===== config.mk =====
export PLATFORM = sky130hd
export DESIGN_NAME = sa_rd_stage_fifo
export DESIGN_NICKNAME = d
export VERILOG_FILES = /design/src/rtl/sa_rd_stage_fifo.sv
export SDC_FILE = /design/constraint.sdc
export NUM_CORES = 1
export LEC_CHECK = 0
export ABC_AREA = 1
export BUFFER_PORTS_ARGS = -buffer_cell sky130_fd_sc_hd__buf_2
export CAP_MARGIN = 10
export CORE_UTILIZATION = 50
export DETAILED_ROUTE_END_ITERATION = 8
export GPL_ROUTABILITY_DRIVEN = 0
export PLACE_DENSITY_LB_ADDON = 0.08
export SLEW_MARGIN = 20
export SYNTH_ARGS = -nofsm -noshare
export SYNTH_HDL_FRONTEND = slang
export SYNTH_SLANG_ARGS = --single-unit

===== constraint.sdc =====
create_clock -name clk -period 4.15 [get_ports clk]
set_clock_uncertainty 0.2 [all_clocks]
set_input_delay 0.415 -clock clk [delete_from_list [all_inputs] [get_ports clk]]
set_output_delay 0.415 -clock clk [all_outputs]
set_load 0.02 [all_outputs]

===== src/rtl/sa_rd_stage_fifo.sv =====
// Staging FIFO between the read-DMA stream and the systolic array engine.
// First-word-fall-through with a registered head; also reports burst completion and space for a burst.
module sa_rd_stage_fifo #(
  parameter int DATA_W    = 32,
  parameter int DEPTH     = 32,
  parameter int BIT_TRANS = 8,
  parameter int AW        = $clog2(DEPTH)
) (
  input  logic                 clk,
  input  logic                 rst,
  input  logic                 i_clear,
  input  logic [BIT_TRANS-1:0] i_burst_len,
  input  logic [DATA_W-1:0]    i_s_data,
  input  logic                 i_s_valid,
  output logic                 o_s_ready,
  output logic [DATA_W-1:0]    o_m_data,
  output logic                 o_m_valid,
  input  logic                 i_m_ready,
  output logic [AW:0]          o_level,
  output logic                 o_full,
  output logic                 o_empty,
  output logic                 o_space_ok,
  output logic                 o_burst_done,
  output logic                 o_overflow
);

  logic [DATA_W-1:0]    mem [DEPTH];
  logic [AW-1:0]        wr_ptr;
  logic [AW-1:0]        rd_ptr;
  logic [AW:0]          level;
  logic [AW:0]          avail;
  logic [AW:0]          free;
  logic [BIT_TRANS-1:0] pop_cnt;
  logic                 push;
  logic                 pop;
  logic                 load;
  logic                 flush;

  assign flush = rst || i_clear;
  assign push  = i_s_valid && o_s_ready;
  assign pop   = o_m_valid && i_m_ready;

  // Level counts the head register too; avail is what still sits only in memory.
  assign avail = level - {{AW{1'b0}}, o_m_valid};
  assign load  = (avail != '0) && (!o_m_valid || pop);

  assign o_level   = level;
  assign o_full    = (level == (AW+1)'(DEPTH));
  assign o_empty   = (level == '0);
  assign o_s_ready = !o_full;
  assign free      = (AW+1)'(DEPTH) - level;
  assign o_space_ok = (32'(free) >= 32'(i_burst_len));

  always_ff @(posedge clk) begin
    if (push && !flush) begin
      mem[wr_ptr] <= i_s_data;
    end
  end

  always_ff @(posedge clk) begin
    if (flush) begin
      wr_ptr       <= '0;
      rd_ptr       <= '0;
      level        <= '0;
      pop_cnt      <= '0;
      o_m_data     <= '0;
      o_m_valid    <= 1'b0;
      o_burst_done <= 1'b0;
      o_overflow   <= 1'b0;
    end else begin
      if (push) begin
        wr_ptr <= wr_ptr + AW'(1);
      end

      if (load) begin
        o_m_data  <= mem[rd_ptr];
        o_m_valid <= 1'b1;
        rd_ptr    <= rd_ptr + AW'(1);
      end else if (pop) begin
        o_m_valid <= 1'b0;
      end

      case ({push, pop})
        2'b10:   level <= level + (AW+1)'(1);
        2'b01:   level <= level - (AW+1)'(1);
        default: level <= level;
      endcase

      if (i_s_valid && !o_s_ready) begin
        o_overflow <= 1'b1;
      end

      o_burst_done <= 1'b0;
      if (pop && (i_burst_len != '0)) begin
        if (({1'b0, pop_cnt} + (BIT_TRANS+1)'(1)) == {1'b0, i_burst_len}) begin
          o_burst_done <= 1'b1;
          pop_cnt      <= '0;
        end else begin
          pop_cnt <= pop_cnt + BIT_TRANS'(1);
        end
      end
    end
  end

endmodule


==> run metrics, run 1 <==
TritonCTS buffer count 110; Critical Path End Type flip-flop; H-tree depth 3; wire per inst 24.6 microns; status finished clean; final WL roughly 120,000 microns; Ports 90; die height 298 microns; M1 WL between 50,000 and 60,000 microns; Hold Crit Class in2reg; TritonCTS clock tree done; IO buf count roughly 90; DIE WIDTH 298 microns; Worst Tran Pin Value 1.02 ns; largest net degree at the start of global routing 144; r2r startpoint o_level[0]; Syn Inst Count between 3,000 and 4,000; Hold EP o_overflow; asr flop ratio synth 0%; drt pass-1 iters 6; post-route DRC violation count 0; share of layout cells above drive strength 1 10.8%; num rows around 110; Fmax achieved 277 MHz; TNS Setup 0 ns; crit path DAT ~3.8 ns; number of synthesized flops with an enable pin 1,024; CTS Sinks between 1,000 and 1,500; final hold vios 0; reg2reg setup slack ~0.54 ns; r2r endpoint mem[28][19]; synth unique cells 31; final period utilization 86.9%; max-slew violations 0; total grt overflow 0; FF+latch count, synth about 1,100; Top Layer Used met4; peak supply drop roughly 0.34 mV; hold depth 4; post-synth top area cell edfxtp_1; initial antenna violation count 1; critical setup path kind reg2reg; Iter 0 DRT Violations approximately 3,100; vias after detailed routing 28,846; Crit-path slowest cell nor2_4; most frequent cell after synthesis edfxtp_1; Antenna Violating Nets Remaining 0; critical path data required time 4.32 ns; max_slew headroom 32.3%; commonest cells in the netlist edfxtp_1 (1,024), nor2_1 (761), nand2_1 (473), o21ai_0 (387), nand3_1 (246); met2 WL between 50,000 and 60,000 microns; Finished Layout Cells 4,994; P per Cell Area 493 nW/um^2; worst hold path startpoint i_clear; Mapped Avg Cell Area roughly 12 sq um; filler instances 7,046; Max Fanout on Critical Path 19; vias per inst roughly 5.8; syn_nets between 3,000 and 4,000; startpoint types flip-flop; Synth Warn # 0; Reg clk slew, reported paths about 0.06 ns; dpl cells between 4,000 and 5,000; Top FF cell, synth edfxtp_1; Core Area 86,900 sq um; max cap viols 0; area growth from synthesis to layout 13.1%; hold_buf cts 4; GRT Total Usage ~28%; Seq/Total Area, Yosys slightly above 70%; Clock Path Buffers 3; initial core utilization 50.5%; clk root buf clkbuf_16; global-route wire length before repair roughly 180,000 microns; die area ~90,000 sq um; Synth top area share between 70 and 80%; vias in the first global route 27,904; fin crit period between 3 and 4 ns; RSZ-0062 raised after global routing false; worst r2r path cells 13; CP max stage delay 0.61 ns; Area contributors post-synth edfxtp_1 (70%), nor2_1 (6.5%), o21ai_0 (4.4%); met3 WL 9060 microns; worst skew pair latency ~0.67 ns; CP cell instances inv_1 -> ha_1 -> nand2_1 -> nor2_1 -> nand2_1 -> inv_1 -> nor2_2 -> inv_1 -> buf_4 -> nor2_2 -> nand2_1 -> nor2_4 -> buf_12; synthesized area around 44,000 sq um; Resized Gates After CTS 0; final setup vio count 0; Leak approximately 17 nW; Setup Fix Bufs, Post-CTS 0; HPWL after DPL between 70,000 and 80,000 microns; nets 3,812
[report_power, final]
group          total [mW]  switching [mW]  leakage, nW  internal [mW]
clock                10.2            4.06         1.82           6.16
sequential           12.0          0.0484         9.69           12.0
combinational        2.18            1.64         5.55          0.544
[per-layer routing]
layer / vias up / global-route usage [%]
met3: 162 / 3.89
li1: 13195 / -
met2: 1179 / 44.0
met4: 0 / 8.36
met5: - / 0
met1: 14310 / 39.7
[placed cells by master (no fill, tap or decap), drive strengths merged, types with 3 or more instances in the layout]
cell / instances
edfxtp: 1024
nor2: 763
nand2: 474
o21ai: 473
nand3: 246
buf: 172
clkbuf: 153
o211ai: 128
a21oi: 120
inv: 89
dfxtp: 59
or2: 33
clkinv: 30
ha: 17
bufinv: 17
xor2: 7
xnor2: 7
nor3: 6
a31oi: 4
dlygate4sd3: 4
nor3b: 3
nand4: 3
[flip-flops by register name (all words and copies together) (netlist names)]
name,count
mem,1024
o_burst_done,1
o_level,6
o_m_data,32
o_m_valid,1
o_overflow,1
pop_cnt,8
rd_ptr,5
wr_ptr,5
[kinds of logic after synthesis]
logic type / synth area share (%)
AND/OR/NAND/NOR: 14.1
flip-flops: 72.8
AO/OA/AOI/OAI: 9.06
buffers and inverters: 3.34
adder cells (fa/ha/maj): 0.485
XOR/XNOR: 0.279
[critical path: cells and delay by family, from the launching register on]
kind                     cells  cell delay, ns
AND/OR/NAND/NOR              7            1.68
adder cells (fa/ha/maj)      1            0.27
buffers and inverters        5            0.72
flip-flops                   1            0.42
[metrics by stage]
stage          setup slack, ns  hold WS [ns]  util (%)  power [mW]  instance area (sq um)
6_report                 0.543        0.0903      57.1        24.4                  49600
5_1_grt                  0.291        0.0843      57.1        25.2                  49600
3_5_place_dp             0.556         0.256      52.8        14.4                  45900
3_3_place_gp             0.638         0.250      52.8        14.4                  45900
4_1_cts                  0.545        0.0509      57.1        24.5                  49600
2_1_floorplan            0.159         0.258         -        13.6                  43900
[worst max-delay path by stage]
stage | from | to | slack, ns | depth (start not counted)
global route | o_level[0] | mem[28][11] | 0.29 | 13
detailed placement | o_level[0] | mem[28][8] | 0.56 | 13
global placement | o_level[0] | mem[28][5] | 0.64 | 13
CTS | o_level[0] | mem[28][19] | 0.54 | 13
floorplan | o_level[0] | mem[0][0] | 0.16 | 11
finish | o_level[0] | mem[28][19] | 0.54 | 13
[cell type report]
type	count	area (sq um)	share of cell area [%]
antenna	1	2.50	0.00504
clock buffer	153	3060	6.16
clock inverter	47	663	1.34
inverter	90	350	0.706
multi-input combinational	2289	10700	21.6
sequential	1083	31900	64.4
tap	1155	1450	2.91
timing repair buffer	176	1420	2.86
No activity file was read; power rests on OpenSTA's default activity.
==> inputs of run 2 (changes only) <==
==> constraint.sdc (replaced) <==
create_clock -name clk -period 3.1 [get_ports clk]
set_clock_uncertainty 0.2 [all_clocks]
set_input_delay 0.31 -clock clk [delete_from_list [all_inputs] [get_ports clk]]
set_output_delay 0.31 -clock clk [all_outputs]
set_load 0.02 [all_outputs]
==> run 2 against run 1 <==
Effect of this change: power is 34% higher; setup slack got worse by 0.52 ns; sequential power is 34% higher; die area unchanged; critical endpoint is now o_space_ok; final cell count is 0.98% higher; sequential share of layout area fell by 1.1 points; clock-buffer cell count down 9.
==> run metrics, run 2 (synthesized netlist as in run 1, its figures left out) <==
commonest non-fill, non-tap cell in the layout edfxtp_1 (unchanged); post-route DRC violation count 0 (unchanged); max cap viols 0 (unchanged); TritonCTS buffer count 111 (was 110); crit path DAT 2.56 ns (was 3.77 ns); Largest register FFs 1,024 (unchanged); max-slew violations 0 (unchanged); Antenna Cells 0 (was 1); die height 298 microns (unchanged); num rows 108 (unchanged); Layout Utilization 58.1% (was 57.1%); IO buf count 89 (unchanged); Ports 90 (unchanged); Critical Path End Type primary output (was flip-flop); Iter 0 DRT Violations 3,564 (was 3,121); Hold WS 0.0547 ns (was 0.0903 ns); vias after detailed routing 29,560 (was 28,846); HPWL after DPL 79,100 microns (was 73,200 microns); final WL 131,000 microns (was 123,000 microns); Seq pwr share 49.1% (was 49.3%); Final Cell Area 50,500 sq um (was 49,600 sq um); Max Fanout on Critical Path 4 (was 19); CP Buf/Inv Count 5 (unchanged); critical setup path kind reg2out (was reg2reg); critical path's top delay family buffers and inverters (was simple AND/OR/NAND/NOR gates); fin crit period between 3 and 4 ns; Fmax achieved between 300 and 400 MHz; share of layout cells above drive strength 1 12.4% (was 10.8%); status finished clean (unchanged); drt pass-1 iters 6 (unchanged); RSZ-0062 raised after global routing true (was false); Clk pwr share 41.3% (was 41.8%); Leak 17.4 nW (was 17.1 nW); worst skew pair latency 0.69 ns (was 0.67 ns); Clock Path Buffers 3 (unchanged); CP max stage delay 0.33 ns (was 0.61 ns); die area 89,000 sq um (unchanged); Worst Tran Pin Value 0.999 ns (was 1.02 ns); largest reg by FF count mem (unchanged); Psw 8.00 mW (was 5.74 mW); initial core utilization 50.5% (unchanged); initial antenna violation count 2 (was 1); CTS Sinks 1,083 (unchanged); filler instances 6,995 (was 7,046); wire per inst 26.0 microns (was 24.6 microns); clk root buf clkbuf_16 (unchanged); DIE WIDTH 298 microns (unchanged); GRT Total Usage 29.5% (was 27.7%); Int Pwr 24.8 mW (was 18.7 mW); area growth from synthesis to layout 15.0% (was 13.1%); most frequent cells in the layout edfxtp_1 (1,024), nor2_1 (725), nand2_1 (467) (was edfxtp_1 (1,024), nor2_1 (728), nand2_1 (473)); Antenna Violating Nets Remaining 0 (unchanged); Tot Pwr 32.8 mW (was 24.4 mW); TritonCTS clock tree done (unchanged); nets 3,856 (was 3,812); Area after DPL 46,500 sq um (was 45,900 sq um); startpoint types flip-flop (unchanged); peak supply drop 0.610 mV (was 0.345 mV); final hold vios 0 (unchanged); CP cell instances buf_6 -> inv_6 -> nand2_4 -> nor2_4 -> xor2_2 -> inv_1 -> ha_4 -> nand2_1 -> o21ai_1 -> o21ai_1 -> inv_1 -> o21ai_2 -> a21oi_2 -> buf_4 (was inv_1 -> ha_1 -> nand2_1 -> nor2_1 -> nand2_1 -> inv_1 -> nor2_2 -> inv_1 -> buf_4 -> nor2_2 -> nand2_1 -> nor2_4 -> buf_12); Core Area 86,900 sq um (unchanged); max_slew headroom 33.4% (was 32.3%); Hold Crit Class in2reg (unchanged); H-tree depth 3 (unchanged); reg2reg setup slack 0.14 ns (was 0.54 ns); combinational power share 9.5% (was 8.9%); Sw Ratio 24.4% (was 23.5%); Reg clk slew, reported paths 0.06 ns (about the same); critical path data required time 2.59 ns (was 4.32 ns); final setup vio count 0 (unchanged); global-route wire length before repair 193,000 microns (was 182,000 microns); Crit-path slowest cell dfxtp_2 (was nor2_4); vias per inst 5.86 (was 5.78); TNS Setup 0 ns (unchanged); P per Cell Area 650 nW/um^2 (was 493 nW/um^2); final period utilization between 90 and 100%; largest net degree at the start of global routing 122 (was 144); total grt overflow 0 (unchanged); largest registers mem x1024, o_m_data x32, pop_cnt x8 (unchanged); vias in the first global route 28,294 (was 27,904)
-- run 2: stage by stage --
stage                     std cells  worst slack [ns]
final                          5043            0.0261
after global placement         4822             0.143
after global routing           5043           -0.0412
after floorplan                3690            0.0506
after detailed placement       4822             0.129
after CTS                      5042           0.00586
-- run 2: cell type report --
cell class / instances / area (sq um) / share of cell area [%]
Multi-Input combinational cell: 2289 / 10800 / 21.5
Tap cell: 1155 / 1450 / 2.86
Inverter: 90 / 353 / 0.699
Timing Repair Buffer: 219 / 2150 / 4.25
Sequential cell: 1083 / 31900 / 63.3
Clock buffer: 144 / 3120 / 6.18
Clock inverter: 63 / 631 / 1.25
-- run 2: per-layer routing --
metal,global-route usage [%],routed length [microns],vias up
met5,0,27,-
met4,10.9,4800,4
met3,3.56,9470,215
met2,47.8,62500,1333
met1,41.2,54200,14707
li1,-,-,13301
-- run 2: path summary, 6_finish.rpt --
kind | start | endpoint | cells past startpoint
worst max-delay path | o_level[2] | o_space_ok | 14
worst min-delay path | i_s_data[31] | mem[8][31] | 1
worst max register to register | o_level[0] | mem[11][4] | 13
worst min register to register | o_m_data[7] | o_m_data[7] | 2
-- run 2: timing repair --
item / CTS / global route
setup buffers: 1 / 1
resized for setup: 15 / 10
hold endpoints to repair: 18 / 0
endpoints found under the setup margin: 1 / 115
pin swaps: 2 / 2
hold buffers: 12 / 0
gates cloned: 0 / 0
-- run 2: power by group through the flow --
stage               registers (mW)  logic, mW  clock network [mW]
finish                        16.1       3.13                13.6
detailed placement            16.4       3.06                   0
global route                  16.1       3.38                14.3
floorplan                     16.4       1.73                   0
global placement              16.4       3.03                   0
CTS                           16.1       3.09                13.7
